$ cat src/rtl/serial_paralelo_rx_pkg.sv
// -----------------------------------------------------------------------------
// serial_paralelo_rx_pkg
//   Definitions shared by the RX serial-to-parallel block and its TX
//   counterpart: the default COM (alignment/idle) character and the link
//   state encoding. The raw code 2'd3 is unused and treated as SEARCH.
// -----------------------------------------------------------------------------
package serial_paralelo_rx_pkg;

  localparam logic [7:0] COM_CHAR_DEFAULT = 8'hBC;

  typedef enum logic [1:0] {
    SEARCH = 2'd0,
    LOCK   = 2'd1,
    ACTIVE = 2'd2
  } link_state_e;

endpackage : serial_paralelo_rx_pkg

$ cat src/rtl/serial_paralelo_rx_shift_reg.sv
// -----------------------------------------------------------------------------
// serial_paralelo_rx_shift_reg
//   Serial history register. The stream enters MSB first; nxt_byte_o is the
//   byte completed by the bit presented this cycle, {history, data_i}.
//   Only DATA_W-1 bits of history are kept: the oldest bit of a DATA_W-wide
//   register would be shifted out before it could ever appear in nxt_byte_o.
// Ports
//   clk_i       clock, one serial bit per cycle
//   reset_i     synchronous active-high reset, clears the history
//   data_i      serial input bit
//   nxt_byte_o  byte ending with this cycle's bit
// -----------------------------------------------------------------------------
module serial_paralelo_rx_shift_reg #(
  parameter int DATA_W = 8
) (
  input  logic              clk_i,
  input  logic              reset_i,
  input  logic              data_i,
  output logic [DATA_W-1:0] nxt_byte_o
);

  logic [DATA_W-2:0] hist_q;

  assign nxt_byte_o = {hist_q, data_i};

  always_ff @(posedge clk_i) begin
    if (reset_i) begin
      hist_q <= '0;
    end else begin
      hist_q <= nxt_byte_o[DATA_W-2:0];
    end
  end

endmodule : serial_paralelo_rx_shift_reg

$ cat src/rtl/serial_paralelo_rx.sv
// -----------------------------------------------------------------------------
// serial_paralelo_rx
//   Receive-side serial-to-parallel converter feeding the L2 demux. Hunts
//   bit-by-bit for COM_CHAR, confirms alignment with COM_COUNT consecutive
//   aligned COMs, then delivers one byte per DATA_W cycles. Idle COMs after
//   lock are reported with valid_out=0; every other byte with valid_out=1.
//   Once ACTIVE the link stays locked until reset (no realignment).
// Ports
//   clk_32f    clock, one serial bit per cycle
//   reset      synchronous active-high reset
//   data_in    serial bit, MSB of each byte first
//   data_out   last deserialized non-COM byte, held between strobes
//   valid_out  1 = data_out is payload; 0 = idle/COM/unlocked
//   byte_stb   one-cycle pulse on each aligned byte boundary while ACTIVE
//   active     link locked
// Handshake: no backpressure. A byte is presented for exactly the cycle in
//   which byte_stb=1; valid_out qualifies it as payload (1) or idle (0).
// -----------------------------------------------------------------------------
module serial_paralelo_rx
  import serial_paralelo_rx_pkg::*;
#(
  parameter int                DATA_W    = 8,
  parameter logic [DATA_W-1:0] COM_CHAR  = DATA_W'(COM_CHAR_DEFAULT),
  parameter int                COM_COUNT = 4
) (
  input  logic              clk_32f,
  input  logic              reset,
  input  logic              data_in,
  output logic [DATA_W-1:0] data_out,
  output logic              valid_out,
  output logic              byte_stb,
  output logic              active
);

  localparam int                CNT_W     = (DATA_W > 1) ? $clog2(DATA_W) : 1;
  localparam logic [CNT_W-1:0]  LAST_BIT  = CNT_W'(DATA_W - 1);
  localparam int                CC_W      = $clog2(COM_COUNT + 1);
  localparam logic [CC_W-1:0]   CC_ONE    = CC_W'(1);
  localparam logic [CC_W-1:0]   CC_TARGET = CC_W'(COM_COUNT);

  link_state_e       state_q;
  logic [CNT_W-1:0]  bit_cnt_q;
  logic [CC_W-1:0]   com_cnt_q;
  logic [DATA_W-1:0] data_q;
  logic              valid_q;
  logic              stb_q;

  logic [DATA_W-1:0] nxt_byte;
  logic              boundary;
  logic              is_com;
  logic [CNT_W-1:0]  bit_cnt_inc;

  serial_paralelo_rx_shift_reg #(
    .DATA_W (DATA_W)
  ) u_shift (
    .clk_i      (clk_32f),
    .reset_i    (reset),
    .data_i     (data_in),
    .nxt_byte_o (nxt_byte)
  );

  assign boundary    = (bit_cnt_q == LAST_BIT);
  assign is_com      = (nxt_byte == COM_CHAR);
  // Wraps mod DATA_W so the boundary stays aligned for non-power-of-2 widths.
  assign bit_cnt_inc = boundary ? '0 : bit_cnt_q + 1'b1;

  always_ff @(posedge clk_32f) begin
    if (reset) begin
      state_q   <= SEARCH;
      bit_cnt_q <= '0;
      com_cnt_q <= '0;
      data_q    <= '0;
      valid_q   <= 1'b0;
      stb_q     <= 1'b0;
    end else begin
      stb_q <= 1'b0;
      case (state_q)
        SEARCH: begin
          // Phase is meaningless until a COM is seen; the counter free-runs.
          bit_cnt_q <= bit_cnt_inc;
          if (is_com) begin
            bit_cnt_q <= '0;
            com_cnt_q <= CC_ONE;
            state_q   <= (COM_COUNT == 1) ? ACTIVE : LOCK;
          end
        end
        LOCK: begin
          bit_cnt_q <= bit_cnt_inc;
          if (boundary) begin
            if (is_com) begin
              if (com_cnt_q != CC_TARGET) com_cnt_q <= com_cnt_q + CC_ONE;
              if (com_cnt_q + CC_ONE == CC_TARGET) state_q <= ACTIVE;
            end else begin
              // Any non-COM at an aligned boundary restarts the hunt.
              state_q   <= SEARCH;
              com_cnt_q <= '0;
            end
          end
        end
        ACTIVE: begin
          bit_cnt_q <= bit_cnt_inc;
          if (boundary) begin
            stb_q <= 1'b1;
            if (is_com) begin
              valid_q <= 1'b0;
            end else begin
              data_q  <= nxt_byte;
              valid_q <= 1'b1;
            end
          end
        end
        default: begin
          state_q   <= SEARCH;
          com_cnt_q <= '0;
        end
      endcase
    end
  end

  assign data_out  = data_q;
  assign valid_out = valid_q;
  assign byte_stb  = stb_q;
  assign active    = (state_q == ACTIVE);

endmodule : serial_paralelo_rx

$ cat config.mk
export PLATFORM = sky130hd
export DESIGN_NAME = serial_paralelo_rx
export DESIGN_NICKNAME = d
export VERILOG_FILES = /design/src/rtl/serial_paralelo_rx_pkg.sv /design/src/rtl/serial_paralelo_rx_shift_reg.sv /design/src/rtl/serial_paralelo_rx.sv
export SDC_FILE = /design/constraint.sdc
export NUM_CORES = 1
export LEC_CHECK = 0
export BUFFER_PORTS_ARGS = -buffer_cell sky130_fd_sc_hd__clkbuf_2
export CAP_MARGIN = 5
export CORE_ASPECT_RATIO = 1.25
export CORE_UTILIZATION = 30
export CTS_CLUSTER_SIZE = 16
export DETAILED_ROUTE_END_ITERATION = 10
export SETUP_SLACK_MARGIN = 0.2
export SYNTH_ARGS = -nofsm -noshare
export SYNTH_HDL_FRONTEND = slang
export SYNTH_SLANG_ARGS = --single-unit
$ cat constraint.sdc
create_clock -name clk_32f -period 2.3 [get_ports clk_32f]
set_clock_uncertainty 0.2 [all_clocks]
set_input_delay 0.345 -clock clk_32f [delete_from_list [all_inputs] [get_ports clk_32f]]
set_output_delay 0.345 -clock clk_32f [all_outputs]
set_load 0.01 [all_outputs]
==> flow_summary.ini <==
[critical_path]
crit_arrival_ps = 1980
crit_chain = ha_1, ha_1, nor2b_4, or2_1, or3_1, a221oi_2
critical_path.max_fanout = 6
r2r-start = bit_cnt_q[0]$_SDFFE_PP0P_
cp-start-kind = flop
slowest_delay_ps = 410
r2r-end = state_q[1]$_SDFFE_PP0P_
cp-end-kind = flop
reg2regPathDepth = 6
r2r_setup_slack_ps = 290
path_class = reg -> reg
required_ps = 2280
worst_path_max_delay_cell = or3_1
cpMostUsedCell = ha_1

[floorplan]
ios = 14
die_y_microns = 70.80
start_util_pct = 32.06
core.rowCount = 24
die_area_sq_mm = 0.004038
core_sq_mm = 0.003543
die_width_microns = 57.04

[timing]
hold_viol_final = 0
setup_viol = 0
worstMarginPinSlew_ps = 374.0
fin_hold_ws_ps = 151.5
fin_crit_sh_pct = 87.23
grt_setup_unrepaired = false
maxSlewHeadroom_pct = 74.42
setup_tns_ps = 0
maxSlewViolCount = 0
fin_crit_ps = 2006
max_clock_freq_mhz = 498.4

[finish]
layout_common_cells = dfxtp_1 (25), nor2_1 (14), clkbuf_2 (13)
stdcell_area_sq_mm = 0.001295
finalNetCount = 146
area_growth_pct = 13.99
antenna_cells = 0
layout_commonest_cell = dfxtp_1
drive_gt1_share_pct = 17.29

[power_and_ir_drop]
power_density_mw_per_mm2 = 558.4
sw_frac_of_total_pct = 20.48
pwr-share-clk_pct = 35.0
power_frac_comb_pct = 3.4
seqPwrFrac_pct = 61.5
p_int_w = 0.0005750
p_switching_w = 0.0001481
peakVddDrop_v = 0.0003314
cellLeakagePower_nw = 0.5027

[placement]
dp_hpwl_microns = 1615
gp_congestion = 0.9002
place_area_sq_mm = 0.001247
numPortBuffers = 13

[yosys]
ys_ff_latch = 25
ys_types = 34
synth.net_count = 130
syn_area_sq_mm = 0.001136
yosysSeqAreaShare_pct = 44.05
synth_cells = 118
postSynthAreaPerCell_sq_um = 9.628
synth_warnings = 0

[flow_run]
drv_cap = 0

[clock_tree]
h-tree-depth = 1
cts_tree = yes
cts_setup_buffers = 0
cts_max_path_buffers = 2
clkTransAtPathRegs_ps = 80
clockRootBuffer = clkbuf_8
clock_latency_ps = 260
cts_sinks = 25
numCtsBuffers = 3

[routing]
drt-wirelength-per-cell_microns = 12.51
drt-vias-per-instance = 5.081
first_iter_violations = 10
detail-route-antenna-nets = 0
vias = 874
postRouteWirelength_microns = 2151
drc = 0
drt_pre_antenna_iters = 4

[global_routing]
antenna_found_initial = 0
grt_util_all_layers_pct = 11.83
grt_overflow = 0
grt_first_pass_wirelength_microns = 3870
grt_pass1_vias = 874
grt_max_degree = 26

[worst_hold_path]
min_from = data_in
whs_endpoint = u_shift.hist_q[0]$_SDFF_PP0_
hold_depth = 2
hold_path_class = in -> reg

[outcome]
status = finished clean
==> sequential cells by signal, indices dropped and copies added, names as in the netlist <==
name            count
byte_stb            1
data_out            8
valid_out           1
com_cnt_q           3
state_q             2
u_shift.hist_q      7
bit_cnt_q           3
==> kinds of logic after synthesis <==
group	Yosys count	share of synthesized area [%]
buf+inv	8	2.862
flops	25	44.05
fa+ha+maj	9	9.912
xor+xnor	1	0.7711
mux	8	7.049
compound gates	22	13.88
simple gates	45	21.48
==> per-layer routing <==
layer,GRT usage (%),share of wire [%]
met3,1.645,3.0
met4,4.336,1.1
met1,15.34,48
met5,0,0
met2,19.87,47
==> worst max path at each step <==
stage                              start                 endpoint  cells past startpoint
2_1_floorplan    state_q[1]$_SDFFE_PP0P_  state_q[1]$_SDFFE_PP0P_                      7
3_3_place_gp     state_q[1]$_SDFFE_PP0P_  state_q[1]$_SDFFE_PP0P_                      6
3_5_place_dp     state_q[1]$_SDFFE_PP0P_  state_q[1]$_SDFFE_PP0P_                      6
4_1_cts          state_q[1]$_SDFFE_PP0P_  state_q[1]$_SDFFE_PP0P_                      6
5_1_grt        bit_cnt_q[0]$_SDFFE_PP0P_  state_q[1]$_SDFFE_PP0P_                      6
6_report       bit_cnt_q[0]$_SDFFE_PP0P_  state_q[1]$_SDFFE_PP0P_                      6
==> synth_stat cells <==
library cell | count | area, sq um
or2_0 | 1 | 6.260
a221oi_2 | 1 | 15.01
nand2_1 | 9 | 33.78
inv_1 | 4 | 15.01
o21ai_0 | 3 | 15.01
clkbuf_2 | 1 | 5.000
mux2i_1 | 8 | 80.08
and4b_1 | 1 | 10.01
a311oi_1 | 2 | 17.52
and3_2 | 1 | 7.510
o211ai_1 | 2 | 15.01
nor2b_4 | 1 | 13.76
o31ai_1 | 1 | 7.510
a21boi_0 | 1 | 7.510
a211oi_1 | 2 | 15.01
a31oi_1 | 2 | 12.51
nor2_1 | 14 | 52.55
a2111oi_0 | 1 | 8.760
clkbuf_1 | 2 | 7.510
a2111o_1 | 1 | 11.26
nor3_1 | 3 | 15.01
a21oi_1 | 5 | 25.02
or3_1 | 1 | 6.260
o21bai_1 | 1 | 7.510
nand3_1 | 2 | 10.01
dfxtp_1 | 25 | 500.5
nor2b_1 | 8 | 50.05
nand4bb_1 | 1 | 11.26
and4bb_2 | 1 | 12.51
ha_1 | 9 | 112.6
xor2_1 | 1 | 8.760
nand2b_1 | 1 | 6.260
buf_2 | 1 | 5.000
nand4b_1 | 1 | 8.760
==> power groups by stage <==
stage,Clock (W),Combinational [W],Sequential [W]
2_1_floorplan,0,0.0000177,0.000454
3_3_place_gp,0,0.0000247,0.000455
3_5_place_dp,0,0.0000254,0.000455
4_1_cts,0.000265,0.0000253,0.000445
5_1_grt,0.000276,0.0000289,0.000446
6_report,0.000253,0.0000249,0.000445
==> worst max-delay path, delay by kind of cell (launching register included) <==
kind | cells | cell delay [ps]
fa+ha+maj | 2 | 410
flops | 1 | 360
compound gates | 1 | 210
simple gates | 3 | 750
==> metrics by stage <==
step           total power (W)  instances  util [%]  setup slack (ps)
5_1_grt              0.0007515        172     36.55             205.0
2_1_floorplan        0.0004714        118         -             355.2
3_5_place_dp         0.0004807        168     35.20             237.6
4_1_cts              0.0007354        172     36.48             216.9
3_3_place_gp         0.0004794        168     35.20             312.6
6_report             0.0007231        172     36.55             293.7
==> repair_timing <==
| item | in CTS | in global routing |
|---|---|---|
| resized for setup | 0 | 2 |
| setup endpoints to repair | 0 | 2 |
| hold buffers | 0 | 0 |
==> layout make-up <==
class / instances / area [sq um]
Tap cell: 39 / 48.80
Fill cell: 370 / 2248
Inverter: 4 / 15.01
Sequential cell: 25 / 500.5
Timing Repair Buffer: 15 / 80.08
Clock buffer: 4 / 45.04
Multi-Input combinational cell: 85 / 605.6
Note: power is estimated with default switching activity, not from simulation.
